File: config.mk
export PLATFORM = sky130hd
export DESIGN_NAME = viterbi_frame_ctrl
export DESIGN_NICKNAME = d
export VERILOG_FILES = /design/src/rtl/viterbi_ctrl_pkg.sv /design/src/rtl/rr_arb2.sv /design/src/rtl/viterbi_frame_ctrl.sv
export SDC_FILE = /design/constraint.sdc
export NUM_CORES = 1
export LEC_CHECK = 0
export BUFFER_PORTS_ARGS = -buffer_cell sky130_fd_sc_hd__buf_4
export CAP_MARGIN = 20
export CORE_MARGIN = 1.5
export CORE_UTILIZATION = 25
export DETAILED_ROUTE_END_ITERATION = 7
export REMOVE_ABC_BUFFERS = 1
export SLEW_MARGIN = 20
export SYNTH_ARGS = -nofsm -noshare
export SYNTH_HDL_FRONTEND = slang
export SYNTH_SLANG_ARGS = --single-unit
File: constraint.sdc
create_clock -name i_clk -period 4.94 [get_ports i_clk]
set_clock_uncertainty 0.1 [all_clocks]
set_input_delay 0.247 -clock i_clk [delete_from_list [all_inputs] [get_ports i_clk]]
set_output_delay 0.247 -clock i_clk [all_outputs]
set_load 0.005 [all_outputs]
File: src/rtl/viterbi_ctrl_pkg.sv
// Shared types and defaults for the Viterbi frame controller.
package viterbi_ctrl_pkg;

  localparam int DEF_SIZE_DATA_IN  = 16;
  localparam int DEF_SIZE_DATA_OUT = 8;
  localparam int DEF_TIMEOUT_CYC   = 64;

  // Frame lifecycle: wait for a request, kick the PISO, wait for both
  // serialiser/deserialiser completions (or timeout), hand back the result.
  typedef enum logic [1:0] {
    ST_IDLE  = 2'd0,
    ST_START = 2'd1,
    ST_RUN   = 2'd2,
    ST_RESP  = 2'd3
  } state_t;

  // Identifies one of the two requesters.
  typedef logic req_id_t;

  // One-hot accept vector for a granted requester.
  function automatic logic [1:0] id_onehot(input req_id_t id);
    return id ? 2'b10 : 2'b01;
  endfunction

endpackage

File: src/rtl/rr_arb2.sv
// Two-way round-robin arbiter. The pointer names the requester with
// priority; it moves to the other requester when a frame is retired.
module rr_arb2
  import viterbi_ctrl_pkg::*;
(
  input  logic       clk,
  input  logic       rst_n,
  input  logic [1:0] req,
  input  logic       upd,
  input  req_id_t    upd_id,
  output req_id_t    grant,
  output logic       any
);

  req_id_t ptr;

  // Priority pointer: after serving a requester, favour the other one.
  always_ff @(posedge clk) begin
    if (!rst_n) begin
      ptr <= 1'b0;
    end else if (upd) begin
      ptr <= ~upd_id;
    end
  end

  // Grant the pointed-to requester if it asks, otherwise the other one.
  always_comb begin
    grant = req[ptr] ? ptr : ~ptr;
    any   = |req;
  end

endmodule

File: src/rtl/viterbi_frame_ctrl.sv
// Frame controller: arbitrates two requesters, launches one coded word to
// the PISO, waits for PISO and SIPO completion (bounded by a timeout) and
// returns the decoded byte on a response channel.
//
// Handshakes: a transfer happens on a rising edge where valid and ready are
// both high. o_req_ready is only offered in IDLE and never depends on state
// outside IDLE; o_rsp_valid, once raised, holds with stable id/data/err until
// the edge where i_rsp_ready is seen high.
module viterbi_frame_ctrl
  import viterbi_ctrl_pkg::*;
#(
  parameter int SIZE_DATA_IN  = DEF_SIZE_DATA_IN,
  parameter int SIZE_DATA_OUT = DEF_SIZE_DATA_OUT,
  parameter int TIMEOUT_CYC   = DEF_TIMEOUT_CYC
) (
  input  logic                         i_clk,
  input  logic                         i_rst_n,
  input  logic [1:0]                   i_req_valid,
  input  logic [1:0][SIZE_DATA_IN-1:0] i_req_data,
  output logic [1:0]                   o_req_ready,
  output logic                         o_start,
  output logic [SIZE_DATA_IN-1:0]      o_data,
  input  logic                         i_done_piso,
  input  logic                         i_done_sipo,
  input  logic [SIZE_DATA_OUT-1:0]     i_data_sipo,
  output logic                         o_rsp_valid,
  output logic                         o_rsp_id,
  output logic [SIZE_DATA_OUT-1:0]     o_rsp_data,
  output logic                         o_rsp_err,
  input  logic                         i_rsp_ready,
  output logic                         o_busy
);

  localparam int CW = $clog2(TIMEOUT_CYC) + 1;

  state_t                   state;
  state_t                   state_nxt;
  req_id_t                  grant;
  req_id_t                  id_q;
  logic                     any_valid;
  logic                     req_hs;
  logic                     rsp_hs;
  logic                     piso_seen;
  logic                     sipo_seen;
  logic                     all_done;
  logic                     timeout;
  logic [CW-1:0]            cnt;
  logic [CW-1:0]            cnt_inc;
  logic [SIZE_DATA_IN-1:0]  data_q;
  logic [SIZE_DATA_OUT-1:0] rsp_data_q;
  logic                     rsp_err_q;

  rr_arb2 u_arb (
    .clk    (i_clk),
    .rst_n  (i_rst_n),
    .req    (i_req_valid),
    .upd    (rsp_hs),
    .upd_id (id_q),
    .grant  (grant),
    .any    (any_valid)
  );

  // Handshake strobes and RUN-phase completion/timeout decisions. A done
  // pulse arriving this cycle counts immediately, so it beats a timeout
  // raised in the same cycle.
  always_comb begin
    req_hs   = (state == ST_IDLE) && any_valid;
    rsp_hs   = (state == ST_RESP) && i_rsp_ready;
    all_done = (piso_seen | i_done_piso) & (sipo_seen | i_done_sipo);
    cnt_inc  = (cnt == '1) ? cnt : cnt + CW'(1);
    timeout  = (cnt_inc >= CW'(TIMEOUT_CYC - 1));
  end

  // State register.
  always_ff @(posedge i_clk) begin
    if (!i_rst_n) begin
      state <= ST_IDLE;
    end else begin
      state <= state_nxt;
    end
  end

  // Next-state logic.
  always_comb begin
    state_nxt = state;
    unique case (state)
      ST_IDLE:  if (req_hs) state_nxt = ST_START;
      ST_START: state_nxt = ST_RUN;
      ST_RUN:   if (all_done || timeout) state_nxt = ST_RESP;
      ST_RESP:  if (rsp_hs) state_nxt = ST_IDLE;
      default:  state_nxt = ST_IDLE;
    endcase
  end

  // Frame datapath: latched request, completion flags, timeout counter and
  // response fields. Done pulses only matter while in RUN.
  always_ff @(posedge i_clk) begin
    if (!i_rst_n) begin
      data_q     <= '0;
      id_q       <= 1'b0;
      piso_seen  <= 1'b0;
      sipo_seen  <= 1'b0;
      cnt        <= '0;
      rsp_data_q <= '0;
      rsp_err_q  <= 1'b0;
    end else begin
      unique case (state)
        ST_IDLE: begin
          if (req_hs) begin
            data_q <= i_req_data[grant];
            id_q   <= grant;
          end
        end
        ST_START: begin
          cnt <= '0;
        end
        ST_RUN: begin
          cnt <= cnt_inc;
          if (i_done_piso) piso_seen <= 1'b1;
          if (i_done_sipo) begin
            sipo_seen  <= 1'b1;
            rsp_data_q <= i_data_sipo;
          end
          if (all_done) begin
            rsp_err_q <= 1'b0;
          end else if (timeout) begin
            rsp_err_q  <= 1'b1;
            rsp_data_q <= '0;
          end
        end
        ST_RESP: begin
          if (rsp_hs) begin
            piso_seen <= 1'b0;
            sipo_seen <= 1'b0;
          end
        end
        default: ;
      endcase
    end
  end

  // Output decode.
  always_comb begin
    o_req_ready = (state == ST_IDLE && any_valid) ? id_onehot(grant) : 2'b00;
    o_start     = (state == ST_START);
    o_data      = data_q;
    o_rsp_valid = (state == ST_RESP);
    o_rsp_id    = id_q;
    o_rsp_data  = rsp_data_q;
    o_rsp_err   = rsp_err_q;
    o_busy      = (state != ST_IDLE);
  end

endmodule

==> impl_metrics.toml, run 1 <==
[logic_synthesis]
synth_top_family_by_area = "compound AO/OA/AOI/OAI gates"
muxShareOfSynthArea_pct = 11.00
ys.flop_type = "dfxtp_1"
synthTopCellsByArea = "dfxtp_1 42%, mux2i_1 10%, a211oi_1 7.8%, nor2_1 5.5%, a22o_1 4.3%"
yosys.area.top_type_share_pct = 41.56
yosysSeqAreaShare_pct = 41.56
synthSimpleGateAreaFrac_pct = 16.88
syn_area_per_cell_sq_um = 9.062
async_flop_share_pct = 0
synth_edf_count = 0
yosys_warnings = 0
yosys_register_bits = 38
synth_xor_area_share_pct = 0
netlist_instances = 202
synth_cell_type_count = 39
synth_compound_area_share_pct = 23.31
synthAdderAreaFrac_pct = 3.418
mappedNetlistArea_sq_um = 1831
yosysTopAreaCell = "dfxtp_1"

[detailed_routing]
drc = 0
vias = 1727
drtIter0Drc = 58
finalWirelength_um = 4604
ant_nets = 0
avgRoutedWirePerCell_um = 12.18
via_per_inst = 4.569
first_pass_iters = 4

[grt]
grt_util_met1_pct = 15.33
met3_usage_pct = 5.690
grt_pass1_wl_um = 7728
busiest_layer = "met2"
grt_max_degree = 34
first_global_vias = 1721
antenna_found_initial = 0
grt-ovfl-total = 0
grt_use_total_pct = 12.66
grt_util_met2_pct = 20.89

[worst_setup_path]
startpoint = "cnt[0]"
critPathArrivalTime_ps = 2330
critPathSlowestCell = "dfxtp_1"
reg2reg_depth = 7
crit_end = "state[0]"
required_ps = 5050
regToRegStartpoint = "cnt[0]"
crit_top_cell = "nor3_1"
crit_path_start_kind = "register"
path_class = "register to register"
cp_slowest_stage_delay_ps = 480
critPathCaptureType = "register"
rrSetupSlack_ps = 2720
cp_max_fo = 10
crit_chain = "ha_1 -> nand2_1 -> nor3_1 -> o221ai_2 -> a31oi_1 -> nor2_1 -> nor3_1"
rr_endpoint = "state[0]"

[clock_tree]
cts_resized = 0
clockBufferDepth = 2
cts.sinks = 38
cts_buffers = 5
clkLatencyLatePin_ps = 290
cts_hold_buf = 0
clockRootBuffer = "clkbuf_8"
cts_tree = "done"
cts_setup_buffers = 0
path_clk_slew_ps = 70
htree_levels = 2

[power]
p_leak_uw = 0.001188
power.density_nw_per_um2 = 409.4
peakVddDrop_uv = 138.9

[sta]
fin_crit_ps = 2221
min_period_over_period_pct = 44.97
setup_ws_ps = 2719
setup_violations = 0
drv_slew = 0
slew_headroom_pct = 64.03
worst_pin_slew_ps = 538.8
rsz0062_at_grt = "false"
fmax_ghz = 0.4502
finalHoldViolCount = 0
fin_tns_setup_ps = 0

[cells_and_area]
diodes = 0
finish.utilization_pct = 36.55
nFillCells = 771
area_growth_syn_to_layout_pct = 43.27
nets = 330
drive_above_1_share_pct = 35.13

[floorplan]
fp.dieW_um = 88.57
placementRows = 31
start_util_pct = 25.51
die_area_sq_um = 7845
coreArea_sq_um = 7176
io_pins = 78
die_y_um = 88.57

[worst_hold_path]
min_path_cells = 2
hold_class = "input pin to register"

[placement]
pre_cts_ws_ps = 2770
gp_congestion = 0.8186
hpwl_um = 3434
port_buffers = 77

[run]
drv_cap = 0

[run_status]
status = "finished, final reports clean"
registers in the layout (all words and copies together), names as in the netlist:
register / cells
cnt: 7
o_data: 16
o_rsp_data: 8
o_rsp_err: 1
o_rsp_id: 1
piso_seen: 1
sipo_seen: 1
state: 2
u_arb.ptr: 1
power by group:
part / switching (uW) / internal [uW] / leakage, uW
Sequential: 38.2 / 368 / 0.000311
Clock: 109 / 149 / 0.0000579
Combinational: 205 / 205 / 0.000819
per-stage QoR:
| stage | instance area, sq um | hold WS [ps] | total power, uW | std cells |
|---|---|---|---|---|
| floorplan | 1790 | 279.9 | 637.4 | 192 |
| global placement | 2514 | 361.4 | 817.7 | 370 |
| detailed placement | 2514 | 366.8 | 826.6 | 370 |
| CTS | 2623 | 62.65 | 1091 | 378 |
| global route | 2623 | 63.99 | 1162 | 378 |
| finish | 2623 | 73.94 | 1074 | 378 |
layout make-up:
cell class,count,area [sq um],share of cell area [%]
Inverter,8,30.03,1.145
Clock buffer,5,68.82,2.624
Clock inverter,3,40.04,1.527
Timing Repair Buffer,79,593.1,22.61
Multi-Input combinational cell,146,1006,38.36
Sequential cell,38,760.7,29.01
Tap cell,99,123.9,4.723
logic make-up after synthesis:
logic type,Yosys count
DFF,38
adders and majority gates,5
AOI/OAI and AO/OA,57
and+or+nand+nor,64
buffers and inverters,18
muxes,20
cell usage after synthesis, types with 3 or more instances:
library cell  count
ha_1              5
mux2i_1          19
inv_1             7
clkbuf_1          7
a21oi_1          10
dfxtp_1          38
a22o_1            9
nor3_1            3
nand2_1          12
nor2_1           27
a211oi_1         19
nor2b_1           4
nand3_1           5
o21ai_0           4
critical path: cells and delay by family (launching register included):
kind                     cells  cell delay [ps]
AND/OR/NAND/NOR              4              700
adder cells (fa/ha/maj)      1              350
flip-flops                   1              480
AO/OA/AOI/OAI                2              490
worst min path at each step:
| stage | startpoint | end | slack (ps) |
|---|---|---|---|
| 3_3_place_gp | sipo_seen | sipo_seen | 360 |
| 2_1_floorplan | i_data_sipo[0] | o_rsp_data[0] | 280 |
| 6_report | i_data_sipo[5] | o_rsp_data[5] | 70 |
| 5_1_grt | i_data_sipo[5] | o_rsp_data[5] | 60 |
| 3_5_place_dp | o_rsp_err | o_rsp_err | 370 |
| 4_1_cts | i_data_sipo[5] | o_rsp_data[5] | 60 |
cells in the final DEF, fill, tap and decap left out, drive strengths merged, types with 3 or more instances in the layout:
cell,count
buf,79
dfxtp,38
nor2,27
a211oi,19
mux2i,19
nand2,13
a21oi,11
a22o,9
inv,8
o21ai,6
nand3,5
ha,5
clkbuf,5
nor2b,4
nor3,3
routing by layer:
layer	part of all wire, %	routed length [um]
met1	44	2018
met2	49	2237
met3	7.3	338
met4	0.22	10
met5	0	0
Note: power is estimated with default switching activity, not from simulation.
==> inputs of run 2 (changes only) <==
- clock period: 4.94 -> 2.1 ns (I/O delays scaled with it)
==> impl_metrics.toml, run 2 (synthesis gave the netlist of run 1 again) <==
[run_status]
status = "finished, final reports clean"

[power]
p_int_uw = 1627
p_clk_share_pct = 19.4
swShare_pct = 34.09
peakVddDrop_uv = 293.9
seq_power_share_pct = 38.6
p_sw_uw = 841.7
pwr-share-comb_pct = 42.0
p_leak_uw = 0.001244
power.density_nw_per_um2 = 897.8

[detailed_routing]
drc = 0
drtIter0Drc = 71
avgRoutedWirePerCell_um = 12.33
via_per_inst = 4.577
top_layer_used = "met4"
first_pass_iters = 4
wl_met1_um = 2003
dr_wl_met3_um = 376
ant_nets = 0
vias = 1794
wl_met2_um = 2370
finalWirelength_um = 4832

[worst_setup_path]
cp_slowest_stage_delay_ps = 420
crit_path_start_kind = "register"
cp.buffers_inverters = 0
critPathSlowestCell = "a221oi_4"
cp_max_fo = 8
path_depth = 7
reg2reg_depth = 7
path_delay_family = "compound AO/OA/AOI/OAI gates"
regToRegStartpoint = "cnt[0]"
path_class = "register to register"
startpoint = "cnt[0]"
crit_top_cell = "a22o_1"
critPathArrivalTime_ps = 2170
crit_chain = "ha_4 -> and4b_2 -> a22o_1 -> o221ai_2 -> nand2_2 -> a221oi_4 -> a22o_1"
required_ps = 2240
critPathCaptureType = "register"

[cells_and_area]
largest_reg_flops = 16
final_cell_mix = "84 x buf_4, 37 x dfxtp_1, 26 x nor2_1"
final_common_cell = "buf_4"
final_cell_count_no_fill = 392
diodes = 0
area_growth_syn_to_layout_pct = 50.24
nFillCells = 738
nets = 345
finish.utilization_pct = 38.33
drive_above_1_share_pct = 36.18

[clock_tree]
clockBufferDepth = 2
cts_buffers = 5
htree_levels = 2
clkLatencyLatePin_ps = 290
cts.sinks = 38
path_clk_slew_ps = 80
clockRootBuffer = "clkbuf_8"
cts_tree = "done"

[sta]
worst_pin_slew_ps = 402.9
hold_slack_ps = 11.02
rsz0062_at_grt = "true"
setup_violations = 0
setup_ws_ps = 72.02
min_period_over_period_pct = 96.57
fmax_ghz = 0.4931
drv_slew = 0
finalHoldViolCount = 0
fin_crit_ps = 2028
slew_headroom_pct = 73.14

[floorplan]
placementRows = 31
fp.dieW_um = 88.57
die_y_um = 88.57
coreArea_sq_um = 7176
io_pins = 78
start_util_pct = 25.51
die_area_sq_um = 7845

[grt]
grt-ovfl-total = 0
antenna_found_initial = 0
grt_use_total_pct = 13.24
grt_pass1_wl_um = 7990
first_global_vias = 1809
grt_max_degree = 34

[worst_hold_path]
hold_class = "input pin to register"
min_path_cells = 3
holdCritStartpoint = "i_rst_n"

[placement]
port_buffers = 77
placed_cells = 376
pre_cts_ws_ps = 21.96
gp_congestion = 0.8198
hpwl_um = 3616

[run]
drv_cap = 0
run 2: cell count changes in the layout (fill, tap and decap cells not counted), sizes merged:
cell | before | now
dlygate4sd3 | 0 | 8
bufinv | 1 | 0
buf | 79 | 86
run 2: worst min-delay path, delay by kind of cell:
kind | cells | cell delay (ps)
and+or+nand+nor | 1 | 40
buffers and inverters | 1 | 140
AOI/OAI and AO/OA | 1 | 70
run 2: area by class of cell:
type	instances	area (sq um)	share of cell area, %
inverters	8	30.03	1.092
clock buffers	5	68.82	2.502
multi-input cells	146	1018	37.03
repair buffers	94	737.0	26.80
flip-flops and latches	38	762.0	27.71
clock inverters	2	10.01	0.3640
well taps	99	123.9	4.504
run 2: power groups by stage:
stage               Combinational, uW  Clock, uW  Sequential, uW
floorplan                         530          0             969
global placement                 1000          0             965
detailed placement               1010          0             966
CTS                              1030        490             953
global route                     1170        525             971
finish                           1040        478             953
run 2: timing repair:
item                                    CTS  global route
hold buffers                              8             0
resized for setup                         0             6
setup buffers                             0             1
endpoints found under the setup margin    0            10
hold endpoints to repair                  8             0
run 2: final timing paths:
check	to	slack [ps]
hold reg to reg	sipo_seen	380
setup reg to reg	o_rsp_data[2]	70
setup / recovery	o_rsp_data[2]	70
hold / removal	o_rsp_err	10
run 2: per-stage QoR:
step / power, uW / setup TNS (ps) / area [sq um]
after floorplan: 1499 / -3572 / 1790
after global placement: 1969 / 0 / 2559
after detailed placement: 1978 / 0 / 2559
after CTS: 2471 / 0 / 2718
after global routing: 2668 / -25.88 / 2750
final: 2469 / 0 / 2750
run 2: layer usage:
layer  GRT usage, %  up-vias
met2          22.55       61
li1               -      918
met3          5.037       10
met5              0        -
met1          15.25      805
met4          4.545        0
